==> src/rtl/fetch_queue_if.sv <==
// Fetch front-end bundle: instruction-memory request/response, execute redirect and decode handoff.
// master = fetch_queue side, slave = memory/pipeline side.
interface fetch_queue_if;
   logic        imem_req_valid;
   logic        imem_req_ready;
   logic [31:0] imem_req_addr;
   logic        imem_rsp_valid;
   logic [31:0] imem_rsp_data;
   logic        redirect_valid;
   logic [31:0] redirect_pc;
   logic        dec_stall;
   logic        dec_valid;
   logic [31:0] dec_instr;
   logic [31:0] dec_pc;
   logic [31:0] dec_pc_plus4;

   modport master (
      output imem_req_valid,
      output imem_req_addr,
      input  imem_req_ready,
      input  imem_rsp_valid,
      input  imem_rsp_data,
      input  redirect_valid,
      input  redirect_pc,
      input  dec_stall,
      output dec_valid,
      output dec_instr,
      output dec_pc,
      output dec_pc_plus4
   );

   modport slave (
      input  imem_req_valid,
      input  imem_req_addr,
      output imem_req_ready,
      output imem_rsp_valid,
      output imem_rsp_data,
      output redirect_valid,
      output redirect_pc,
      output dec_stall,
      input  dec_valid,
      input  dec_instr,
      input  dec_pc,
      input  dec_pc_plus4
   );
endinterface

==> src/rtl/fetch_queue.sv <==
// Sequential-PC instruction fetch with credit-limited requests, in-order response FIFO and
// redirect flush. Define FETCH_QUEUE_BYPASS_EN for same-cycle response-to-decode bypass.
module fetch_queue #(
   parameter int unsigned DEPTH    = 4,
   parameter logic [31:0] RESET_PC = 32'h0000_0000
) (
   input logic           clk,
   input logic           reset,
   fetch_queue_if.master fq
);

   localparam int unsigned      PTR_W    = (DEPTH > 1) ? $clog2(DEPTH) : 1;
   localparam int unsigned      CNT_W    = $clog2(DEPTH + 1);
   localparam logic [PTR_W-1:0] PTR_ONE  = PTR_W'(1);
   localparam logic [CNT_W-1:0] CNT_ONE  = CNT_W'(1);
   localparam logic [CNT_W-1:0] CNT_FULL = CNT_W'(DEPTH);
   localparam logic [31:0]      NOP      = 32'h0000_0013;

   logic [31:0]      fetch_pc_q, fetch_pc_d;
   logic [PTR_W-1:0] rd_ptr_q, rd_ptr_d;
   logic [PTR_W-1:0] wr_ptr_q, wr_ptr_d;
   logic [PTR_W-1:0] tag_rd_q, tag_rd_d;
   logic [PTR_W-1:0] tag_wr_q, tag_wr_d;
   logic [CNT_W-1:0] count_q, count_d;
   logic [CNT_W-1:0] inflight_q, inflight_d;
   logic [CNT_W-1:0] drop_q, drop_d;

   logic [31:0] instr_mem_q [DEPTH];
   logic [31:0] pc_mem_q    [DEPTH];
   logic [31:0] tag_mem_q   [DEPTH];

   logic [CNT_W:0] credit_used;
   logic           req_valid;
   logic           req_fire;
   logic           rsp_keep;
   logic [31:0]    rsp_tag;
   logic           fifo_empty;
   logic           bypass_hit;
   logic           dec_valid;
   logic           pop;
   logic           pop_fifo;
   logic           push;
   logic           unused_redirect_lsb;

   assign unused_redirect_lsb = ^fq.redirect_pc[1:0];

   // Slots already queued plus slots promised to in-flight responses bound new requests.
   assign credit_used = {1'b0, count_q} + {1'b0, inflight_q};
   assign req_valid   = !reset && !fq.redirect_valid && (credit_used < {1'b0, CNT_FULL});
   assign req_fire    = req_valid && fq.imem_req_ready;

   assign rsp_tag    = tag_mem_q[tag_rd_q];
   assign rsp_keep   = fq.imem_rsp_valid && (drop_q == '0) && !fq.redirect_valid;
   assign fifo_empty = (count_q == '0);

`ifdef FETCH_QUEUE_BYPASS_EN
   assign bypass_hit = rsp_keep && fifo_empty;
`else
   assign bypass_hit = 1'b0;
`endif

   assign dec_valid = !fifo_empty || bypass_hit;
   assign pop       = dec_valid && !fq.dec_stall && !fq.redirect_valid;
   assign pop_fifo  = pop && !fifo_empty;
   // A bypassed response consumed by decode this cycle never touches storage.
   assign push      = rsp_keep && !(bypass_hit && pop);

   always_comb begin
      fetch_pc_d = fetch_pc_q;
      rd_ptr_d   = rd_ptr_q;
      wr_ptr_d   = wr_ptr_q;
      tag_rd_d   = tag_rd_q;
      tag_wr_d   = tag_wr_q;
      count_d    = count_q;
      inflight_d = inflight_q;
      drop_d     = drop_q;

      if (req_fire) begin
         fetch_pc_d = fetch_pc_q + 32'd4;
         tag_wr_d   = tag_wr_q + PTR_ONE;
         inflight_d = inflight_d + CNT_ONE;
      end

      if (fq.imem_rsp_valid) begin
         tag_rd_d   = tag_rd_q + PTR_ONE;
         inflight_d = inflight_d - CNT_ONE;
         if (drop_q != '0) begin
            drop_d = drop_q - CNT_ONE;
         end
      end

      if (push) begin
         wr_ptr_d = wr_ptr_q + PTR_ONE;
         count_d  = count_d + CNT_ONE;
      end

      if (pop_fifo) begin
         rd_ptr_d = rd_ptr_q + PTR_ONE;
         count_d  = count_d - CNT_ONE;
      end

      // Every request still outstanding after this edge belongs to the old stream.
      if (fq.redirect_valid) begin
         fetch_pc_d = {fq.redirect_pc[31:2], 2'b00};
         rd_ptr_d   = '0;
         wr_ptr_d   = '0;
         count_d    = '0;
         drop_d     = inflight_d;
      end
   end

   always_ff @(posedge clk) begin
      if (reset) begin
         fetch_pc_q <= RESET_PC;
         rd_ptr_q   <= '0;
         wr_ptr_q   <= '0;
         tag_rd_q   <= '0;
         tag_wr_q   <= '0;
         count_q    <= '0;
         inflight_q <= '0;
         drop_q     <= '0;
      end else begin
         fetch_pc_q <= fetch_pc_d;
         rd_ptr_q   <= rd_ptr_d;
         wr_ptr_q   <= wr_ptr_d;
         tag_rd_q   <= tag_rd_d;
         tag_wr_q   <= tag_wr_d;
         count_q    <= count_d;
         inflight_q <= inflight_d;
         drop_q     <= drop_d;
      end
   end

   always_ff @(posedge clk) begin
      if (push) begin
         instr_mem_q[wr_ptr_q] <= fq.imem_rsp_data;
         pc_mem_q[wr_ptr_q]    <= rsp_tag;
      end
      if (req_fire) begin
         tag_mem_q[tag_wr_q] <= fetch_pc_q;
      end
   end

   always_comb begin
      fq.imem_req_valid = req_valid;
      fq.imem_req_addr  = fetch_pc_q;
      fq.dec_valid      = dec_valid;
      fq.dec_instr      = NOP;
      fq.dec_pc         = 32'h0000_0000;
      if (bypass_hit) begin
         fq.dec_instr = fq.imem_rsp_data;
         fq.dec_pc    = rsp_tag;
      end else if (!fifo_empty) begin
         fq.dec_instr = instr_mem_q[rd_ptr_q];
         fq.dec_pc    = pc_mem_q[rd_ptr_q];
      end
      fq.dec_pc_plus4 = fq.dec_pc + 32'd4;
   end

   always_ff @(posedge clk) begin
      if (!reset) begin
         assert (!(push && !pop_fifo && (count_q == CNT_FULL)));
         assert (!(fq.imem_rsp_valid && (inflight_q == '0)));
      end
   end

endmodule

==> src/flat_wrapper.sv <==
// flat-port wrapper written by rule: the top's interface ports become plain ports
module fetch_queue_flat 
#(
   parameter int unsigned DEPTH    = 4,
   parameter logic [31:0] RESET_PC = 32'h0000_0000
)
  (clk, reset, fq_imem_req_valid, fq_imem_req_addr, fq_imem_req_ready, fq_imem_rsp_valid, fq_imem_rsp_data, fq_redirect_valid, fq_redirect_pc, fq_dec_stall, fq_dec_valid, fq_dec_instr, fq_dec_pc, fq_dec_pc_plus4);
  fetch_queue_if fq_i ();
  input logic clk;
  input logic reset;
  output wire logic [$bits(fq_i.imem_req_valid)-1:0] fq_imem_req_valid;
  output wire logic [$bits(fq_i.imem_req_addr)-1:0] fq_imem_req_addr;
  input wire logic [$bits(fq_i.imem_req_ready)-1:0] fq_imem_req_ready;
  input wire logic [$bits(fq_i.imem_rsp_valid)-1:0] fq_imem_rsp_valid;
  input wire logic [$bits(fq_i.imem_rsp_data)-1:0] fq_imem_rsp_data;
  input wire logic [$bits(fq_i.redirect_valid)-1:0] fq_redirect_valid;
  input wire logic [$bits(fq_i.redirect_pc)-1:0] fq_redirect_pc;
  input wire logic [$bits(fq_i.dec_stall)-1:0] fq_dec_stall;
  output wire logic [$bits(fq_i.dec_valid)-1:0] fq_dec_valid;
  output wire logic [$bits(fq_i.dec_instr)-1:0] fq_dec_instr;
  output wire logic [$bits(fq_i.dec_pc)-1:0] fq_dec_pc;
  output wire logic [$bits(fq_i.dec_pc_plus4)-1:0] fq_dec_pc_plus4;
  assign fq_imem_req_valid = fq_i.imem_req_valid;
  assign fq_imem_req_addr = fq_i.imem_req_addr;
  assign fq_i.imem_req_ready = fq_imem_req_ready;
  assign fq_i.imem_rsp_valid = fq_imem_rsp_valid;
  assign fq_i.imem_rsp_data = fq_imem_rsp_data;
  assign fq_i.redirect_valid = fq_redirect_valid;
  assign fq_i.redirect_pc = fq_redirect_pc;
  assign fq_i.dec_stall = fq_dec_stall;
  assign fq_dec_valid = fq_i.dec_valid;
  assign fq_dec_instr = fq_i.dec_instr;
  assign fq_dec_pc = fq_i.dec_pc;
  assign fq_dec_pc_plus4 = fq_i.dec_pc_plus4;
  fetch_queue #(.DEPTH(DEPTH), .RESET_PC(RESET_PC)) u_core (.clk(clk), .reset(reset), .fq(fq_i));
endmodule
==> config.mk <==
export PLATFORM = sky130hd
export DESIGN_NAME = fetch_queue_flat
export DESIGN_NICKNAME = d
export VERILOG_FILES = /design/src/rtl/fetch_queue_if.sv /design/src/rtl/fetch_queue.sv /design/src/flat_wrapper.sv
export SDC_FILE = /design/constraint.sdc
export NUM_CORES = 1
export LEC_CHECK = 0
export ABC_AREA = 0
export ABC_CLOCK_PERIOD_IN_PS = 4440
export CAP_MARGIN = 5
export CORE_MARGIN = 3
export CORE_UTILIZATION = 55
export CTS_CLUSTER_SIZE = 30
export DETAILED_ROUTE_END_ITERATION = 8
export GPL_TIMING_DRIVEN = 0
export PLACE_DENSITY_LB_ADDON = 0.3
export SLEW_MARGIN = 40
export SYNTH_ARGS = -nofsm -noshare
export SYNTH_HDL_FRONTEND = slang
export SYNTH_SLANG_ARGS = --single-unit
==> constraint.sdc <==
create_clock -name clk -period 4.44 [get_ports clk]
set_input_delay 1.332 -clock clk [delete_from_list [all_inputs] [get_ports clk]]
set_output_delay 1.332 -clock clk [all_outputs]
set_load 0.02 [all_outputs]
* Yosys cells after proc, flatten, opt, wreduce, memory -nomap -nowiden *
Memories as Yosys holds them, arrays and structs flattened. A register that Yosys moved wholly into a read port is not among the register bits.
Cells that the tools add are included.

storage, ports and cells
  input port bits = 70
  register bits after elaboration = 49
  memory bits (read-only) = 0
  memories = 3
  logic and storage cells = 66
  output and inout bits = 130
  latch bits = 0
  RAM bits = 384

cells by class
  $mul = 0
  add/subtract/negate cells = 12
  muxes and demuxes = 21
  reduce and logical (&&, ||, !) cells = 20
  divide/modulo/power cells = 0
  magnitude comparators = 1
  bitwise operators = 0
  equality and inequality tests = 0
  shifts and indexed selects = 0

memories
  name                words  width  read ports  clocked after memory_dff  write ports  line               RTL
  u_core.instr_mem_q  4      32     1           1                         1            fetch_queue.sv:28  logic [31:0] instr_mem_q [DEPTH];
  u_core.pc_mem_q     4      32     1           1                         1            fetch_queue.sv:29  logic [31:0] pc_mem_q [DEPTH];
  u_core.tag_mem_q    4      32     1           1                         1            fetch_queue.sv:30  logic [31:0] tag_mem_q [DEPTH];

operators by type and width
  cell                     number
  $mux W32                 4
  $add A32 B3 Y32 const B  2
  $mux W3                  7
  $mux W2                  6
  $sub A3 B1 Y3 const B    3
  $add A2 B1 Y2 const B    4
  $logic_and A1 B1 Y1      8
  $add A3 B1 Y3 const B    2
  $logic_not A3 Y1         2
  $reduce_bool A2 Y1       3
  $add A3 B3 Y4            1
  $logic_not A1 Y1         4
  $lt A4 B3 Y1 const B     1
  $mux W1                  4
  $reduce_bool A3 Y1       1
  $reduce_and A2 Y1        1
  $reduce_or A2 Y1         1

* Depth between registers and ports, before layout *
  word-level depth = 8
  mapped depth = 12
  gate-level depth less buffers = 11

* Least setup slack after synthesis *
No wires, ideal clock.

  path type = input-to-reg
  start = in fq_imem_rsp_valid
  end = mem u_core.instr_mem_q[1][0], enable pin
  setup time = 0.426 ns
  path buffers = 2
  data arrival time = 3.730 ns
  data required time = 4.014 ns
  stages on the path = 4
  setup slack = 0.283 ns
  cells stage by stage = clkbuf_1 > nor4b_1 > clkbuf_1 > and2_1

on the way
  word-level cells in the longest chain between the ends = 4

RTL lines
  item                               line                RTL
  start: declaration                 flat_wrapper.sv:14  input wire logic [$bits(fq_i.imem_rsp_valid)-1:0] fq_imem_rsp_valid;
  $logic_and A1 B1 Y1 (2 in series)  fetch_queue.sv:53   assign rsp_keep = fq.imem_rsp_valid && (drop_q == '0) && !fq.redirect_valid;
  $mux W1                            fetch_queue.sv:135  if (push) begin
  $mux W1 (not written as such)      fetch_queue.sv:136  instr_mem_q[wr_ptr_q] <= fq.imem_rsp_data;
  end: declaration                   fetch_queue.sv:28

Every way passes these cells.

==> out/results.ini <==
[outcome]
outcome = completed

[sta]
setup_viol = 0
clock.fmax_mhz = 227
tightest_slew_ns = 0.749
skew_ns = 0.0157
fin_crit_sh_pct = 99.0
finalMaxSlewViolations = 0
max_slew_margin_pct = 49.7
hold_viol = 0
period_minus_slack_ns = 4.40
rsz0062_at_grt = yes

[global_routing]
gr-usage-all-layers_pct = 24.2
grt_pass1_vias = 10400
grt-ovfl-total = 0
grt_pass1_wl_microns = 61500
grt_max_degree = 36
antenna_found_initial = 0

[synth]
synthesis.area_sq_um = 17100
async_reset_ff_share_pct = 0
synth_edf_count = 368
yosys-top-cells-count = 368 x edfxtp_1, 89 x mux4_2, 63 x and2_1, 51 x dfxtp_1, 46 x nor2_1
synth_most_common_cell = edfxtp_1
yosys_warnings = 0
synth_top_area_cell = edfxtp_1
synth.area.top_cells = edfxtp_1 65%, mux4_2 12%, dfxtp_1 6.0%, and2_1 2.3%, xnor2_1 1.8%
yosysSeqAreaShare_pct = 70.5
synth.avg_cell_area_sq_um = 17.0
ys_seq_elements = 419
ys_types = 51
synthFlopType = edfxtp_1
netlist.area_leader.share_pct = 64.6
postSynthCellCount = 1006

[worst_setup_path]
critPathSlowestCell = clkdlybuf4s50_1
critPathMaxFanout = 6
crit_type = register to primary output
critPathMaxStageDelay_ns = 0.66
cp.required_ns = 3.11
cp.arrival_ns = 3.06
crit_chain = buf_4 -> mux4_2 -> and4_1 -> o21ai_2 -> xnor2_1 -> clkdlybuf4s50_1
worst_setup_path_start_kind = register
endpoint_kind = primary output

[job]
max-cap-violations = 0

[clock_tree]
cts_tree = built
cts-root-buf = clkbuf_16
hold_buffers = 0
h-tree-depth = 2
clk_path_buf_depth = 3
path_clk_slew_ns = 0.06
cts_buffers = 43
cts.sinks = 419
clk_latency_ns = 0.53

[floorplan]
start_util_pct = 56.7
num_rows = 63
dieArea_sq_um = 33300
die_h_microns = 182
die_x_microns = 182
ios = 200
coreArea_sq_um = 30200

[layout]
final_util_pct = 72.0
nNetsFinal = 1375
fillers = 1844
drive_gt1_share_pct = 22.1
area_delta_synth_final_pct = 27.1
diodes = 0
stdcell_count = 1708

[detailed_routing]
vias = 10200
drtAntennaViolNets = 0
drt-initial-drc-count = 731
routed_via_density = 5.97
dr.pass1.iters = 5
wl_per_cell_microns = 23.6
drc = 0
routed_wl_microns = 40300

[pwr]
peakVddDrop_mv = 0.257
finalPower_uw = 8870
p_leak_uw = 0.00733
power.density_nw_per_um2 = 408

[placed_design]
placed_cells = 1597
port_buffers = 188
dp_hpwl_microns = 25700
place_congestion = 0.861

[worst_hold_path]
hp-class = register to register

cells in the final DEF, fill, tap and decap left out, types with 17 or more instances in the layout:
cell / count
nor2_1: 45
o21ai_0: 17
clkbuf_16: 49
edfxtp_1: 368
and2_1: 53
dfxtp_1: 48
clkbuf_1: 30
mux4_2: 89
ha_1: 17
xnor2_1: 33
nand2_1: 45
buf_4: 48
a21oi_1: 29
clkdlybuf4s50_1: 163
flip-flops by register name, summed over array words and instances, names as in the netlist, named ones only:
| register | cells |
|---|---|
| u_core.instr_mem_q | 128 |
| u_core.pc_mem_q | 120 |
| u_core.tag_mem_q | 120 |
| u_core.fq.imem_req_addr | 30 |
| u_core.count_q | 3 |
| u_core.drop_q | 3 |
| u_core.inflight_q | 3 |
| u_core.rd_ptr_q | 2 |
| u_core.tag_rd_q | 2 |
| u_core.tag_wr_q | 2 |
| u_core.wr_ptr_q | 2 |
metal layers:
| metal | up-vias | share of wire [%] | GRT usage, % |
|---|---|---|---|
| met5 | - | 0 | 0 |
| met4 | 0 | 2.8 | 7.46 |
| met3 | 85 | 7.5 | 4.39 |
| met2 | 534 | 50 | 40.5 |
| met1 | 5097 | 40 | 32.8 |
| li1 | 4488 | - | - |
stage by stage:
stage	cell area (sq um)	setup TNS, ns	hold WS, ns	worst slack (ns)
after floorplan	17100	0	0.469	0.283
after global placement	19500	-318.03	0.488	-1.61
after detailed placement	19700	-25.52	0.506	-1.61
final	21700	0	0.515	0.0441
after global routing	21700	-0.197	0.527	-0.0459
after CTS	21600	-0.130	0.516	-0.0616
final cells by class:
type	count	area, sq um	share of cell area, %
Sequential cell	419	12100	55.5
Multi-Input combinational cell	514	4930	22.7
Timing Repair Buffer	233	2330	10.7
Clock buffer	52	1150	5.30
Tap cell	390	488	2.24
Buffer	54	379	1.74
Clock inverter	25	304	1.40
Inverter	21	85.1	0.391
worst paths after layout:
kind / slack, ns / end / depth (start not counted) / startpoint
max: 0.04 / fq_dec_pc_plus4[7] / 6 / register
min: 0.52 / u_core.tag_wr_q[1] / 2 / u_core.tag_wr_q[1]
max reg2reg: 1.11 / u_core.tag_mem_q[0][19] / 8 / u_core.count_q[1]
min reg2reg: 0.52 / u_core.tag_wr_q[1] / 2 / u_core.tag_wr_q[1]
logic make-up after synthesis:
logic type | count (synthesis) | synth area share (%)
AO/OA/AOI/OAI | 82 | 2.93
XOR/XNOR | 51 | 2.61
adder cells (fa/ha/maj) | 19 | 1.39
buffers and inverters | 78 | 2.02
flip-flops | 419 | 70.5
multiplexers | 102 | 12.5
other | 1 | 0.0219
AND/OR/NAND/NOR | 254 | 8.02
critical path, delay by kind of cell (launching register included):
family / cells / cell delay [ns]
buffers and inverters: 2 / 0.82
muxes: 1 / 0.56
DFF: 1 / 0.41
and+or+nand+nor: 1 / 0.27
xor gates and xnor gates: 1 / 0.24
AOI/OAI and AO/OA: 1 / 0.23
power by group:
part / total [uW] / switching, uW / internal [uW]
clock network: 3700 / 1450 / 2260
logic: 692 / 375 / 317
registers: 4480 / 75.7 / 4400
what timing repair did:
| item | CTS | global route |
|---|---|---|
| endpoints found under the setup margin | 85 | 50 |
| setup buffers | 23 | 13 |
| gates resized for setup | 154 | 28 |
| gates cloned | 0 | 1 |
| pin swaps | 9 | 17 |
Note: power is estimated with default switching activity, not from simulation.
